--- src/rtl/switch_gate_debounced.sv ---
// Debounced switch pairs driving LEDs through a runtime-selected AND/OR/XOR/TOGGLE gate.
// Optional macro SW_SYNC_EN inserts a 2-flop synchroniser on every switch input.

module sw_debounce #(
  parameter int DEBOUNCE_CYCLES = 4
) (
  input  logic i_clk,
  input  logic i_rst,
  input  logic i_sample,
  output logic o_level
);
  localparam int CW = $clog2(DEBOUNCE_CYCLES + 1);
  localparam logic [CW-1:0] LAST = CW'(DEBOUNCE_CYCLES - 1);

  logic [CW-1:0] cnt_q, cnt_d;
  logic          lvl_q, lvl_d;

  // Accept on the edge where the run of differing samples reaches DEBOUNCE_CYCLES.
  always_comb begin
    cnt_d = '0;
    lvl_d = lvl_q;
    if (i_sample != lvl_q) begin
      if (cnt_q == LAST) lvl_d = i_sample;
      else               cnt_d = cnt_q + 1'b1;
    end
  end

  always_ff @(posedge i_clk) begin
    if (i_rst) begin
      cnt_q <= '0;
      lvl_q <= 1'b0;
    end else begin
      cnt_q <= cnt_d;
      lvl_q <= lvl_d;
    end
  end

  assign o_level = lvl_q;
endmodule

module pair_gate (
  input  logic       i_clk,
  input  logic       i_rst,
  input  logic       i_a,
  input  logic       i_b,
  input  logic [1:0] i_mode,
  output logic       o_led
);
  typedef enum logic [1:0] {
    MODE_AND = 2'b00,
    MODE_OR  = 2'b01,
    MODE_XOR = 2'b10,
    MODE_TOG = 2'b11
  } gate_mode_e;

  logic led_q, led_d;
  logic and_prev_q, and_prev_d;
  logic tog_q, tog_d;
  logic ab;

  always_comb begin
    ab         = i_a & i_b;
    and_prev_d = ab;
    tog_d      = tog_q;
    led_d      = 1'b0;
    case (gate_mode_e'(i_mode))
      MODE_AND: led_d = ab;
      MODE_OR:  led_d = i_a | i_b;
      MODE_XOR: led_d = i_a ^ i_b;
      MODE_TOG: led_d = tog_q;
      default:  led_d = 1'b0;
    endcase
    // Press = rising edge of the pair AND, only counted while in toggle mode.
    if (gate_mode_e'(i_mode) == MODE_TOG && ab && !and_prev_q) tog_d = ~tog_q;
  end

  always_ff @(posedge i_clk) begin
    if (i_rst) begin
      led_q      <= 1'b0;
      and_prev_q <= 1'b0;
      tog_q      <= 1'b0;
    end else begin
      led_q      <= led_d;
      and_prev_q <= and_prev_d;
      tog_q      <= tog_d;
    end
  end

  assign o_led = led_q;
endmodule

module switch_gate_debounced #(
  parameter int NUM_SW          = 4,
  parameter int DEBOUNCE_CYCLES = 250000
) (
  input  logic                i_Clk,
  input  logic                i_Rst,
  input  logic [NUM_SW-1:0]   i_Switch,
  input  logic [1:0]          i_Mode,
  output logic [NUM_SW-1:0]   o_Sw_Db,
  output logic [NUM_SW/2-1:0] o_LED
);
  localparam int NUM_PAIRS = NUM_SW / 2;

  logic [NUM_SW-1:0] sw_smp;

`ifdef SW_SYNC_EN
  logic [NUM_SW-1:0] sync1_q, sync1_d, sync2_q, sync2_d;

  always_comb begin
    sync1_d = i_Switch;
    sync2_d = sync1_q;
  end

  always_ff @(posedge i_Clk) begin
    if (i_Rst) begin
      sync1_q <= '0;
      sync2_q <= '0;
    end else begin
      sync1_q <= sync1_d;
      sync2_q <= sync2_d;
    end
  end

  assign sw_smp = sync2_q;
`else
  assign sw_smp = i_Switch;
`endif

  for (genvar s = 0; s < NUM_SW; s++) begin : g_sw
    sw_debounce #(.DEBOUNCE_CYCLES(DEBOUNCE_CYCLES)) u_db (
      .i_clk    (i_Clk),
      .i_rst    (i_Rst),
      .i_sample (sw_smp[s]),
      .o_level  (o_Sw_Db[s])
    );
  end

  for (genvar k = 0; k < NUM_PAIRS; k++) begin : g_pair
    pair_gate u_gate (
      .i_clk  (i_Clk),
      .i_rst  (i_Rst),
      .i_a    (o_Sw_Db[2*k]),
      .i_b    (o_Sw_Db[2*k+1]),
      .i_mode (i_Mode),
      .o_led  (o_LED[k])
    );
  end
endmodule

--- config.mk ---
export PLATFORM = sky130hd
export DESIGN_NAME = switch_gate_debounced
export DESIGN_NICKNAME = d
export VERILOG_FILES = /design/src/rtl/switch_gate_debounced.sv
export SDC_FILE = /design/constraint.sdc
export NUM_CORES = 1
export LEC_CHECK = 0
export CORE_AREA = 2 2 90 92
export CTS_CLUSTER_DIAMETER = 30
export DETAILED_ROUTE_END_ITERATION = 12
export DIE_AREA = 0 0 92 94
export PLACE_DENSITY = 0.66
export SYNTH_ARGS = -nofsm -noshare
export SYNTH_HDL_FRONTEND = slang
export SYNTH_SLANG_ARGS = --single-unit
--- constraint.sdc ---
create_clock -name i_Clk -period 2.1 [get_ports i_Clk]
set_clock_uncertainty 0.1 [all_clocks]
set_input_delay 0.42 -clock i_Clk [delete_from_list [all_inputs] [get_ports i_Clk]]
set_output_delay 0.42 -clock i_Clk [all_outputs]
set_load 0.01 [all_outputs]
Yosys cells after proc, flatten, opt, wreduce, memory -nomap -nowiden
Cells that the tools add are included.
{ "totals": {"out_inout_bits": 6, "wordCells": 58, "inputBits": 8, "ff_bits": 82} }
{ "classes": {"bitwise": 12, "n_reduce_logical": 15, "eq_ne": 11, "n_addsub": 4, "n_mux": 2} }
{ "ops": {"columns": ["operator", "count"], "rows": [
  ["adder 18 x 1 -> 18 bit (second input constant)", 4],
  ["== test 18 bit (second input constant)", 4],
  ["OR reduction 3 bit", 4],
  ["one-hot mux 1 bit (4 select lines)", 2],
  ["AND reduction 2 bit", 4],
  ["inverter 1 bit", 6],
  ["== test 2 bit (second input constant)", 2],
  ["logical AND 1 bit", 4],
  ["inequality test 1 bit", 4],
  ["AND 1 bit", 2],
  ["== test 2 x 1 -> 1 bit (second input constant)", 1],
  ["zero test 1 bit", 2],
  ["zero test 2 bit", 1],
  ["bitwise OR 1 bit", 2],
  ["bitwise XOR 1 bit", 2]
]} }

Logic depth before layout (Yosys ltp)
Gate-level depths: netlist of run 1.
{ "depth": {"word_depth": 3, "depth_mapped": 6, "ltp_nobuf": 5} }

Hierarchy
A second synthesis of run 1 with hierarchy kept.
{ "unflattened": {"hier_cells": 428, "area_unflattened_um2": 3763.6} }
{ "modules_own_cells": {"columns": ["module", "n_inst", "seq_area_each_um2", "cells_per_inst", "area_each_um2"], "rows": [
  ["sw_debounce", 4, 380.4, 100, 860.8],
  ["pair_gate", 2, 60.1, 14, 160.2]
]} }

Worst setup path after synthesis of run 1
No wires, ideal clock.
{ "synth_timing": {"kind": "reg-to-reg", "start": "register g_sw[3].u_db.cnt_q[10]", "end": "register g_sw[3].u_db.cnt_q[10]", "period_less_slack_ps": 1938, "n_path_buf": 1, "slack_ps": 162, "arrival_ps": 1724, "t_required_ps": 1885, "setup_ps": 115, "stages_incl_launch_ff": 6, "cell_sequence": "dfxtp_1 -> or4b_1 -> or4_4 -> o21ai_4 -> buf_6 -> nor2_1"} }
{ "synth_between": {"elab_chain_len": 2, "word_cells_on_any_way": 3, "classes_between": "1 x add/sub; 1 x eq/ne; 1 x reduce/logical"} }
{ "synth_lines": {"columns": ["element", "line", "text"], "rows": [
  ["start: declaration", "15", "logic [CW-1:0] cnt_q, cnt_d;"],
  ["start signal: assignment", "33", "cnt_q <= cnt_d;"],
  ["parallel branches: the longest is 2 deep, another holds adder 18 x 1 -> 18 bit", null, null]
]} }
Parallel ways; which one is timed is not known.
A chain may end at the register's enable or synchronous reset.

Final worst setup path of run 1
{ "layout_timing": {"start": "register g_sw[3].u_db.cnt_q[9]", "end": "register g_sw[3].u_db.cnt_q[10]"} }
The elaborated chain is that of the path after synthesis.

==> results.sh, run 1 <==
export IMPL_power_frac_seq_pct=54.7
export IMPL_timing_final_max_slew_violations=0
export IMPL_syn_to_final_growth_pct=14.71
export IMPL_layout_commonest_cell="dfxtp_1"
export IMPL_avgSynthCellArea_um2=8.703
export IMPL_async_flop_share_pct=0
export IMPL_worstPathArrival_ns=2.08
export IMPL_drt_met1_wl_um=3480
export IMPL_cp_slowest_stage_delay_ns=0.52
export IMPL_overflow=0
export IMPL_track_usage_pct=18.30
export IMPL_maxUsedRoutingLayer="met4"
export IMPL_synth_cell_types=36
export IMPL_drc=0
export IMPL_post_cts_resized=0
export IMPL_dp_slack_ns=0.1554
export IMPL_grt_pass1_wl_um=12940
export IMPL_ys_warn_count=0
export IMPL_cp_cell_sequence="or4b_1 > or4_4 > o21ai_4 > buf_12 > nor2_1"
export IMPL_post_cts_buffers=0
export IMPL_fin_crit_ns=1.948
export IMPL_switching_share_pct=20.12
export IMPL_fin_ws_ns=0.1523
export IMPL_powerDensity_nw_per_um2=664.3
export IMPL_synth_area_leaders="dfxtp_1, xnor2_1, nor2_1"
export IMPL_nFillCells=712
export IMPL_met3WireLength_um=264
export IMPL_synthAdderAreaFrac_pct=2.662
export IMPL_setup_viol=0
export IMPL_hp_class="register to register"
export IMPL_hold_ws_ns=0.3619
export IMPL_vias_per_cell=5.282
export IMPL_final_cell_mix="dfxtp_1, nor2_1, xnor2_1"
export IMPL_cts_root_buf="clkbuf_8"
export IMPL_comb_power_share_pct=3.0
export IMPL_vdd_drop_max_uv=402.0
export IMPL_rsz0062_at_grt="no"
export IMPL_outcome="finished, final reports clean"
export IMPL_synth_top_family_by_area="simple AND/OR/NAND/NOR gates"
export IMPL_clkLatencyLatePin_ns=0.35
export IMPL_final_antenna_net_count=0
export IMPL_slowest_stage="or4_4"
export IMPL_htreeDepth=3
export IMPL_post_drt_wl_per_cell_um=12.54
export IMPL_seq_area_frac_synth_pct=43.66
export IMPL_final_util_pct=56.69
export IMPL_place_gp_congestion=0.8175
export IMPL_synth_seq_cells=82
export IMPL_clk_pin_slew_ns=0.07
export IMPL_crit_fanout=17
export IMPL_synth_top_area_share_pct=43.66
export IMPL_syn_area_um2=3760
export IMPL_p_switching_mw=0.5763
export IMPL_cp_end_kind="register"
export IMPL_internal_power_mw=2.289
export IMPL_ys_dominant_reg_cell="dfxtp_1"
export IMPL_start_util_pct=49.42
export IMPL_wl_met2_um=3265
export IMPL_fin_nets=478
export IMPL_synth_edf_count=0
export IMPL_synth_xor_area_share_pct=13.98
export IMPL_num_vias=2995
export IMPL_dr_first_iter_drc_count=78
export IMPL_critical_path_required_ns=2.24
export IMPL_totalWireLength_um=7108
export IMPL_fmax_mhz=513.4
export IMPL_synth_nets=448
export IMPL_rows=32
export IMPL_dr_pass1_iters=4
export IMPL_hold_viol=0
export IMPL_cts_sinks=82
export IMPL_io_pins=14
export IMPL_clkPwrFrac_pct=42.3
export IMPL_p_leak_nw=1.305
export IMPL_grt_antenna_before_repair=0
export IMPL_n_antenna_cell=0
export IMPL_grt_max_degree=22
export IMPL_period_share_pct=92.75
export IMPL_synth_top_cell_by_area="dfxtp_1"
export IMPL_synthCells=432
export IMPL_max_slew_margin_pct=65.32
export IMPL_cts_tree="built"
export IMPL_numCtsBuffers=9
export IMPL_fp_dieArea_um2=8648
export IMPL_grt_pass1_vias=2938
export IMPL_die_h_um=94
export IMPL_clock_path_buffers=2
export IMPL_crit_type="register to register"
export IMPL_drive_gt1_share_pct=9.032
export IMPL_dieWidth_um=92
export IMPL_critPathLaunchType="register"
export IMPL_dp_final_hpwl_um=5030
export IMPL_cap_violations=0
export IMPL_io_buffers=13
export IMPL_reg2reg_setup_slack_ns=0.15
export IMPL_synth_simple_area_share_pct=28.79
export IMPL_core_area_um2=7607
export IMPL_worst_slew_pin_slew_ns=0.5155
export IMPL_cts_hold_buf=0
export IMPL_fin_setup_tns_ns=0
export IMPL_synth_compound_area_share_pct=4.592
export IMPL_synthMuxAreaShare_pct=1.730
==> metrics by stage <==
stage / power [mW] / instance area, µm² / std cells
after detailed placement: 1.690 / 4106 / 553
after floorplan: 1.648 / 3760 / 432
after global routing: 2.970 / 4313 / 567
after global placement: 1.688 / 4106 / 553
final: 2.865 / 4313 / 567
after CTS: 2.908 / 4313 / 567
==> cells by family (layout without fill, tap and decap cells) <==
logic type / count (synthesis) / count (layout)
AND/OR/NAND/NOR: 214 / 214
AO/OA/AOI/OAI: 27 / 27
flip-flops: 82 / 82
buffers and inverters: 37 / 70
XOR/XNOR: 60 / 60
adder cells (fa/ha/maj): 8 / 8
multiplexers: 4 / 4
==> critical path, delay by kind of cell, from the launching register on <==
family / cells / cell delay [ns]
simple gates: 3 / 1.07
flops: 1 / 0.35
compound gates: 1 / 0.16
buf+inv: 1 / 0.16
==> path summary, 6_finish.rpt <==
path / from / to / cells past startpoint
min: g_sw[1].u_db.cnt_q[0] / g_sw[1].u_db.cnt_q[0] / 1
min reg2reg: g_sw[1].u_db.cnt_q[0] / g_sw[1].u_db.cnt_q[0] / 1
max: g_sw[3].u_db.cnt_q[9] / g_sw[3].u_db.cnt_q[10] / 5
max reg2reg: g_sw[3].u_db.cnt_q[9] / g_sw[3].u_db.cnt_q[10] / 5
==> cells in the mapped netlist (all sizes together), types with 4 or more instances <==
cell    number
inv         23
nor3        18
ha           8
nand2b       5
nor2        77
nand3       26
nor2b        4
nor4        19
buf         10
o21ai       11
nand2       19
clkbuf       4
a21oi       11
xnor2       50
or4          9
dfxtp       82
nand4       15
xor2        10
or3          9
==> flip-flops by register name, summed over array words and instances, names as in the netlist <==
name	count
g_pair.u_gate.and_prev_q	2
g_pair.u_gate.o_led	2
g_pair.u_gate.tog_q	2
g_sw.u_db.cnt_q	72
g_sw.u_db.o_level	4
==> power groups by stage <==
| stage | Sequential, mW | Combinational [mW] | Clock (mW) |
|---|---|---|---|
| finish | 1.57 | 0.0850 | 1.21 |
| global route | 1.57 | 0.0951 | 1.31 |
| CTS | 1.57 | 0.0864 | 1.25 |
| detailed placement | 1.60 | 0.0859 | 0 |
| global placement | 1.60 | 0.0841 | 0 |
| floorplan | 1.60 | 0.0447 | 0 |
==> metal layers <==
| layer | GRT usage [%] | vias up |
|---|---|---|
| li1 | - | 1535 |
| met1 | 23.22 | 1394 |
| met2 | 30.33 | 57 |
| met3 | 4.494 | 9 |
| met4 | 6.716 | 0 |
| met5 | 0 | - |
==> layout make-up <==
cell class	instances	area [µm²]	share of cell area [%]
clock inverters	3	65.06	1.509
multi-input cells	313	1946	45.11
flip-flops and latches	82	1642	38.06
inverters	23	86.33	2.002
well taps	102	127.6	2.959
repair buffers	33	305.3	7.079
clock buffers	11	141.4	3.278
(Power assumes the default switching activity.)
==> run 2, diff against run 1 <==
PLACE_DENSITY = 0.71   (was 0.66)
SLEW_MARGIN = 40   (was default)
==> results.sh, run 2 (synthesis gave the netlist of run 1 again) <==
export IMPL_r2r_start="g_sw[3].u_db.cnt_q[9]"
export IMPL_slowest_stage="or4_4"
export IMPL_n_antenna_cell=0
export IMPL_cts_tree="built"
export IMPL_grt_pass1_vias=2861
export IMPL_crit_fanout=9
export IMPL_rsz0062_at_grt="no"
export IMPL_htreeDepth=3
export IMPL_cp_end_kind="register"
export IMPL_cp_slowest_stage_delay_ns=0.52
export IMPL_timing_final_max_slew_violations=0
export IMPL_dp_final_hpwl_um=5089
export IMPL_path_buf_inv=1
export IMPL_largest_register="g_sw.u_db.cnt_q"
export IMPL_dr_pass1_iters=4
export IMPL_cts_root_buf="clkbuf_8"
export IMPL_hp_class="register to register"
export IMPL_hold_viol=0
export IMPL_critical_path_required_ns=2.23
export IMPL_hold_ws_ns=0.3680
export IMPL_totalWireLength_um=7103
export IMPL_worstPathArrival_ns=2.09
export IMPL_global_route_usage_met2_pct=29.90
export IMPL_start_util_pct=49.42
export IMPL_grtUsageMet1_pct=23.25
export IMPL_dieWidth_um=92
export IMPL_final_antenna_net_count=0
export IMPL_cp_cell_sequence="or4b_1 > or4_4 > o21ai_4 > buf_4 > nor2_1"
export IMPL_min_from="g_sw[3].u_db.cnt_q[0]"
export IMPL_drive_gt1_share_pct=9.615
export IMPL_period_share_pct=93.11
export IMPL_track_usage_pct=17.87
export IMPL_critPathLaunchType="register"
export IMPL_rows=32
export IMPL_clk_pin_slew_ns=0.09
export IMPL_powerDensity_nw_per_um2=639.5
export IMPL_core_area_um2=7607
export IMPL_place_gp_congestion=0.7765
export IMPL_largest_reg_flops=72
export IMPL_fin_nets=479
export IMPL_busiest_layer="met2"
export IMPL_r2r_end="g_sw[3].u_db.cnt_q[6]"
export IMPL_num_vias=3032
export IMPL_clock_path_buffers=2
export IMPL_syn_to_final_growth_pct=14.44
export IMPL_clkLatencyLatePin_ns=0.35
export IMPL_numCtsBuffers=9
export IMPL_dr_first_iter_drc_count=77
export IMPL_reg2reg_setup_slack_ns=0.14
export IMPL_vdd_drop_max_uv=317.9
export IMPL_final_cell_mix="dfxtp_1, nor2_1, xnor2_1"
export IMPL_die_h_um=94
export IMPL_fin_crit_ns=1.955
export IMPL_fp_dieArea_um2=8648
export IMPL_final_util_pct=56.56
export IMPL_path_delay_family="simple AND/OR/NAND/NOR gates"
export IMPL_vias_per_cell=5.319
export IMPL_min_to="g_sw[3].u_db.cnt_q[0]"
export IMPL_setup_viol=0
export IMPL_io_buffers=13
export IMPL_drc=0
export IMPL_grt_max_degree=22
export IMPL_crit_type="register to register"
export IMPL_max_slew_margin_pct=64.49
export IMPL_overflow=0
export IMPL_post_drt_wl_per_cell_um=12.46
export IMPL_grt_use_met3_pct=2.970
export IMPL_grt_pass1_wl_um=12700
export IMPL_hold_depth=1
export IMPL_fin_setup_tns_ns=0
export IMPL_nFillCells=681
export IMPL_cts_sinks=82
export IMPL_cap_violations=0
export IMPL_p_leak_nw=1.300
export IMPL_cts_hold_buf=0
export IMPL_fmax_mhz=511.4
export IMPL_io_pins=14
export IMPL_layout_commonest_cell="dfxtp_1"
export IMPL_worst_slew_pin_slew_ns=0.5277
export IMPL_grt_antenna_before_repair=0
export IMPL_r2r_cells=5
export IMPL_outcome="finished, final reports clean"
==> run 2: cell count changes in the layout (fill, tap and decap cells not counted) <==
cell	before	now
buf_12	2	1
buf_4	18	20
bufinv_16	2	1
clkbuf_1	1	2
clkbuf_8	10	9
clkinv_2	1	2
clkinvlp_4	0	2
o41ai_2	1	0
o41ai_4	0	1
or4_1	8	7
or4_4	1	2
==> run 2: how the worst max path moves through the flow <==
stage | from | endpoint | slack (ns) | depth (start not counted)
floorplan | g_sw[3].u_db.cnt_q[10] | g_sw[3].u_db.cnt_q[10] | 0.16 | 5
global placement | g_sw[0].u_db.cnt_q[8] | g_sw[0].u_db.cnt_q[3] | 0.12 | 5
detailed placement | g_sw[0].u_db.cnt_q[8] | g_sw[0].u_db.cnt_q[7] | 0.11 | 5
CTS | g_sw[0].u_db.cnt_q[8] | g_sw[0].u_db.cnt_q[7] | 0.09 | 5
global route | g_sw[2].u_db.cnt_q[0] | g_sw[2].u_db.cnt_q[16] | 0.04 | 5
finish | g_sw[3].u_db.cnt_q[9] | g_sw[3].u_db.cnt_q[6] | 0.14 | 5
==> run 2: area by class of cell <==
class	instances	area (µm²)	area share (%)
clock buffers	11	131.4	3.053
clock inverters	5	55.05	1.279
inverters	23	86.33	2.006
multi-input cells	313	1961	45.57
flip-flops and latches	82	1642	38.15
well taps	102	127.6	2.966
repair buffers	34	300.3	6.979
==> run 2: worst reg2reg max path, delay by kind of cell, from the launching register on <==
| family | cells | cell delay (ns) |
|---|---|---|
| AOI/OAI and AO/OA | 1 | 0.14 |
| buffers and inverters | 1 | 0.18 |
| DFF | 1 | 0.35 |
| and+or+nand+nor | 3 | 1.08 |
==> run 2: through the flow <==
stage,total power [mW],area (µm²),setup slack (ns),std cells
2_1_floorplan,1.648,3760,0.1616,432
3_3_place_gp,1.686,4101,0.1210,554
3_5_place_dp,1.688,4101,0.1105,554
4_1_cts,2.780,4288,0.08850,570
5_1_grt,2.855,4303,0.04015,570
6_report,2.752,4303,0.1446,570
==> run 2: per-layer routing <==
layer / wire length (µm) / part of all wire, %
met3: 190 / 2.7
met4: 107 / 1.5
met2: 3404 / 48
met1: 3400 / 48
met5: 0 / 0
==> run 2: repair_timing <==
action / in CTS / in global routing
resized for setup: 0 / 2
setup endpoints to repair: 0 / 10
buffers inserted: 0 / 0
==> run 2: where the power goes <==
group	internal, mW	switching [mW]
Sequential	1.56	0.00646
Clock	0.547	0.553
Combinational	0.0391	0.0456
Total	2.15	0.605
